### config.mk
export PLATFORM = sky130hd
export DESIGN_NAME = uart_rx_word
export DESIGN_NICKNAME = d
export VERILOG_FILES = /design/src/rtl/uart_rx_word.sv
export SDC_FILE = /design/constraint.sdc
export NUM_CORES = 1
export LEC_CHECK = 0
export ABC_AREA = 0
export BUFFER_PORTS_ARGS = -buffer_cell sky130_fd_sc_hd__buf_2
export CORE_UTILIZATION = 45
export DETAILED_ROUTE_END_ITERATION = 10
export GPL_ROUTABILITY_DRIVEN = 0
export PLACE_DENSITY = 0.66
export SKIP_CTS_REPAIR_TIMING = 1
export SYNTH_ARGS = -nofsm -noshare
export SYNTH_HDL_FRONTEND = slang
export SYNTH_SLANG_ARGS = --single-unit
### constraint.sdc
create_clock -name clk_adc -period 2.4 [get_ports clk_adc]
set_input_delay 0.24 -clock clk_adc [delete_from_list [all_inputs] [get_ports clk_adc]]
set_output_delay 0.24 -clock clk_adc [all_outputs]
set_load 0.02 [all_outputs]
### src/rtl/uart_rx_word.sv
// uart_rx_word: 8N1 UART receiver that pairs bytes into 14-bit words {hi[5:0],lo[7:0]}.
// Define UART_RX_PARITY_EN for 8E1 frames with even-parity checking.
module uart_rx_word #(
  parameter int CLKS_PER_BIT = 2170,
  parameter int TMO_BITS     = 40
) (
  input  logic        clk_adc,
  input  logic        RESET,
  input  logic        rx_in,
  output logic [7:0]  byte_data,
  output logic        byte_valid,
  output logic [13:0] word_data,
  output logic        word_valid,
  output logic        frame_err,
  output logic        sync_err,
  output logic        parity_err,
  output logic        busy
);
  localparam int CW = $clog2(CLKS_PER_BIT);
  localparam int TW = $clog2(TMO_BITS * CLKS_PER_BIT + 1);
  localparam logic [CW-1:0] LAST = CW'(CLKS_PER_BIT - 1);
  localparam logic [CW-1:0] HALF = CW'(CLKS_PER_BIT / 2);
  localparam logic [TW-1:0] TMO_LIM = TW'(TMO_BITS * CLKS_PER_BIT);
`ifdef UART_RX_PARITY_EN
  typedef enum logic [2:0] {IDLE, START, DATA, PARITY, STOP, WAIT_IDLE} state_t;
  localparam state_t AFTER_DATA = PARITY;
`else
  typedef enum logic [2:0] {IDLE, START, DATA, STOP, WAIT_IDLE} state_t;
  localparam state_t AFTER_DATA = STOP;
`endif
  state_t          state_q;
  logic            s1_q, s2_q, prev_q;
  logic [CW-1:0]   cnt_q;
  logic [2:0]      bit_q;
  logic [7:0]      sh_q;
  logic [5:0]      hi_q;
  logic            lo_phase_q;
  logic [TW-1:0]   tmo_q;
  logic            bad_q;
  logic            fall, last;
  assign fall = prev_q & ~s2_q;
  assign last = cnt_q == LAST;
  assign busy = state_q != IDLE;
  always_ff @(posedge clk_adc or negedge RESET) begin
    if (!RESET) begin
      state_q    <= IDLE;
      s1_q       <= 1'b1;
      s2_q       <= 1'b1;
      prev_q     <= 1'b1;
      cnt_q      <= '0;
      bit_q      <= '0;
      sh_q       <= '0;
      hi_q       <= '0;
      lo_phase_q <= 1'b0;
      tmo_q      <= '0;
      bad_q      <= 1'b0;
      byte_data  <= '0;
      byte_valid <= 1'b0;
      word_data  <= '0;
      word_valid <= 1'b0;
      frame_err  <= 1'b0;
      sync_err   <= 1'b0;
      parity_err <= 1'b0;
    end else begin
      s1_q       <= rx_in;
      s2_q       <= s1_q;
      prev_q     <= s2_q;
      byte_valid <= 1'b0;
      word_valid <= 1'b0;
      frame_err  <= 1'b0;
      sync_err   <= 1'b0;
      parity_err <= 1'b0;
      cnt_q      <= cnt_q + 1'b1;
      // The low byte must start within the timeout window; the count only runs between frames.
      if (lo_phase_q && state_q == IDLE && tmo_q != TMO_LIM) tmo_q <= tmo_q + 1'b1;
      if (lo_phase_q && state_q == IDLE && tmo_q == TMO_LIM && !fall) lo_phase_q <= 1'b0;
      case (state_q)
        IDLE: begin
          cnt_q <= '0;
          if (fall) state_q <= START;
        end
        START: if (cnt_q == HALF) begin
          cnt_q   <= '0;
          bit_q   <= '0;
          state_q <= s2_q ? IDLE : DATA;
        end
        DATA: if (last) begin
          cnt_q <= '0;
          sh_q  <= {s2_q, sh_q[7:1]};
          bit_q <= bit_q + 1'b1;
          if (bit_q == 3'd7) state_q <= AFTER_DATA;
        end
`ifdef UART_RX_PARITY_EN
        PARITY: if (last) begin
          cnt_q      <= '0;
          state_q    <= STOP;
          bad_q      <= ^sh_q ^ s2_q;
          parity_err <= ^sh_q ^ s2_q;
          if (^sh_q ^ s2_q) lo_phase_q <= 1'b0;
        end
`endif
        STOP: if (last) begin
          cnt_q <= '0;
          bad_q <= 1'b0;
          if (!s2_q) begin
            frame_err  <= 1'b1;
            lo_phase_q <= 1'b0;
            state_q    <= WAIT_IDLE;
          end else begin
            state_q <= IDLE;
            if (!bad_q) begin
              byte_data  <= sh_q;
              byte_valid <= 1'b1;
              if (!lo_phase_q) begin
                if (sh_q[7:6] == 2'b00) begin
                  hi_q       <= sh_q[5:0];
                  lo_phase_q <= 1'b1;
                  tmo_q      <= '0;
                end else sync_err <= 1'b1;
              end else begin
                word_data  <= {hi_q, sh_q};
                word_valid <= 1'b1;
                lo_phase_q <= 1'b0;
              end
            end
          end
        end
        WAIT_IDLE: begin
          if (!s2_q) cnt_q <= '0;
          else if (last) state_q <= IDLE;
        end
        default: state_q <= IDLE;
      endcase
    end
  end
endmodule

==> results.tsv <==
stage	metric	value	unit
timing	drv_slew	0	
floorplan	initial_core_util	46.5	%
clock_tree	cts_sinks	79	
pwr	leakage	2.03	nW
worst_hold_path	min_path_cells	0	
timing	setup_viol_count_final	0	
synth	synth_nets	299	
global_route	grt_usage	16.9	%
clock_tree	clockBufferDepth	2	
worst_setup_path	critPathTopFamily	simple AND/OR/NAND/NOR gates	
layout	multi_input_area	0.00152	mm²
route	viasPerCell	5.18	
route	dr.pass1.iters	4	
synth	synth_area_leaders	dfrtp_1 (53%), mux2_2 (8.5%), mux2_4 (4.2%)	
clock_tree	cts-root-buf	clkbuf_8	
worst_setup_path	reg2reg_from	state_q[2]	
synth	avgSynthCellArea	12.4	µm²
synth	synth_top_area_share	52.9	%
worst_setup_path	critPathKind	reg2reg	
global_route	grt_pass1_wl	11.1	mm
route	drtIter0Drc	159	
timing	finalSetupTns	0	ps
route	wire_per_inst	14.2	µm
layout	final-seq-area	0.00198	mm²
clock_tree	cts_tree	built	
synth	syn_area	0.00359	mm²
clock_tree	clk_latency	340	ps
synth	synth_seq_cells	79	
timing	worst_slew_margin_rel	65.6	%
floorplan	ios	31	
worst_hold_path	hp-start	s1_q	
route	antenna_left	0	
pwr	cellPowerDensity	629	mW/mm²
worst_setup_path	r2r.worst_path.cells	5	
pwr	ir_drop	0.308	mV
status	outcome	finished, final reports clean	
synth	yosysTopAreaCell	dfrtp_1	
place	dpl.hpwl	4.30	mm
timing	period_share	85.9	%
worst_setup_path	crit_path_top_delay_cell	or4b_2	
floorplan	num_rows	32	
route	routed_wl	6.27	mm
worst_setup_path	path_max_fanout	8	
worst_setup_path	cp.required	2680	ps
worst_setup_path	setup.worst_path.end_class	flip-flop	
route	num_vias	2284	
timing	fmax	485	MHz
synth	synthCells	290	
layout	fillerInstances	682	
global_route	grt_max_degree	42	
floorplan	placeableCoreArea	0.00773	mm²
layout	fin_util	53.1	%
synth	synthArstFlopShare	100	%
layout	area_growth	14.3	%
worst_setup_path	rrSetupSlack	340	ps
worst_hold_path	hold_class	reg2reg	
timing	hold_viol	0	
synth	yosysSeqAreaShare	55.1	%
floorplan	fp.dieArea	0.00835	mm²
timing	min_period	2060	ps
worst_setup_path	cp_slowest_stage_delay	750	ps
layout	layout.nets	344	
synth	synth_edf_count	0	
floorplan	die_w	91.4	µm
timing	fin_skew	8.14	ps
floorplan	die_h	91.4	µm
job	drv_cap	0	
clock_tree	htreeDepth	3	
global_route	grt_pass1_vias	2226	
worst_setup_path	crit_path_cell_trace	or4b_2, nor4_4, nand4_1, xor2_1, nor2_1	
timing	rsz0062_at_grt	no	
place	port_buffers	29	
route	drc	0	
worst_setup_path	worstPathArrival	2340	ps
worst_hold_path	holdPathEnd	s2_q	
synth	synth_warnings	0	
clock_tree	path_clk_slew	80	ps
global_route	grt_antenna_before_repair	0	
worst_setup_path	cp_num_buf_inv	0	
global_route	overflow	0	
timing	worst_slew_pin_slew	509	ps
worst_setup_path	startpoint_type	flip-flop	
layout	drive_gt1_share	31.6	%
timing	hold_slack	360	ps
synth	ys_types	49	
worst_setup_path	reg2reg_to	tmo_q[15]	
timing	worst_slack	339	ps
layout	antenna_cells	0	
pwr	power	2.58	mW
synth	ys.flop_type	dfrtp_1	
clock_tree	cts_buffers	9	
place	pre_cts_ws	337	ps
[synthesized netlist by cell type, types with 2 or more instances]
library cell / instances
mux2_2: 27
inv_1: 8
nand2_1: 12
o21ai_0: 3
xnor2_1: 9
and3_1: 4
mux2_4: 10
nand3_1: 12
nor3_1: 4
nor4b_1: 3
nor4_4: 3
clkbuf_1: 2
nand4_1: 9
and2_1: 6
dfrtp_1: 76
buf_4: 2
nand2b_1: 2
o21bai_1: 2
dfstp_2: 3
xor2_1: 17
nor3b_1: 2
ha_1: 6
buf_2: 2
nor2_1: 40
nand3b_1: 2
[flip-flops by register name, indices dropped and copies added (netlist names)]
register    flops
tmo_q          17
word_data      14
cnt_q          12
byte_data       8
sh_q            8
hi_q            6
bit_q           3
state_q         3
byte_valid      1
frame_err       1
lo_phase_q      1
prev_q          1
s1_q            1
s2_q            1
sync_err        1
word_valid      1
[area by class of cell]
class / instances / share of cell area [%]
Sequential cell: 79 / 48.2
Clock buffer: 9 / 3.02
Clock inverter: 6 / 1.52
Tap cell: 102 / 3.11
Timing Repair Buffer: 42 / 6.40
Multi-Input combinational cell: 195 / 37.0
Inverter: 8 / 0.731
[cell usage in the layout, fill, tap and decap left out, drive strengths merged, types with 2 or more instances in the layout]
master	Yosys	final
dlygate4sd3	0	2
nor3	4	4
nand3	13	13
nor4b	4	4
xor2	17	17
clkinv	0	2
nand2b	2	2
ha	6	6
dfrtp	76	76
nand3b	3	3
dfstp	3	3
nor2	40	40
inv	8	8
and3	5	5
and4	2	2
nor3b	3	3
buf	6	40
o21bai	2	2
and2	6	6
nand2	13	13
clkinvlp	0	3
mux2	37	37
nor4	3	3
o21ai	3	3
xnor2	9	9
clkbuf	2	9
nand4	9	9
[logic make-up (layout without fill, tap and decap cells)]
| logic type | Yosys count | count (layout) | synth area share, % |
|---|---|---|---|
| AND/OR/NAND/NOR | 114 | 114 | 18.9 |
| other | 1 | 1 | 0.104 |
| XOR/XNOR | 26 | 26 | 6.34 |
| flip-flops | 79 | 79 | 55.1 |
| buffers and inverters | 16 | 65 | 2.61 |
| AO/OA/AOI/OAI | 11 | 11 | 2.23 |
| adder cells (fa/ha/maj) | 6 | 6 | 2.09 |
| multiplexers | 37 | 37 | 12.6 |
[where the power goes]
group / switching (mW) / total (mW) / leakage [nW] / internal (mW)
Clock: 0.489 / 0.960 / 0.0871 / 0.471
Sequential: 0.0432 / 1.41 / 1.08 / 1.37
Combinational: 0.121 / 0.208 / 0.863 / 0.0866
Total: 0.653 / 2.58 / 2.03 / 1.93
[worst max-delay path by stage]
| stage | to | start | cells past startpoint | slack (ps) |
|---|---|---|---|---|
| floorplan | word_data[10] | cnt_q[1] | 9 | 190 |
| finish | tmo_q[15] | state_q[2] | 5 | 340 |
| detailed placement | hi_q[0] | cnt_q[1] | 8 | 340 |
| CTS | hi_q[0] | cnt_q[1] | 8 | 320 |
| global placement | tmo_q[15] | state_q[2] | 5 | 390 |
| global route | hi_q[5] | cnt_q[1] | 8 | 170 |
[routing by layer]
metal | vias to the layer above | track usage (%) | routed length, µm
met5 | - | 0 | 0
met4 | 0 | 5.82 | 69
met3 | 7 | 4.94 | 238
met2 | 49 | 24.7 | 2790
met1 | 1139 | 23.9 | 3170
li1 | 1089 | - | -
[per-stage QoR]
step	std cells	area [µm²]
after floorplan	290	3590
after global placement	424	3900
after detailed placement	424	3900
after CTS	439	4090
after global routing	441	4110
final	441	4110
Power figures use the tool's default switching activity.
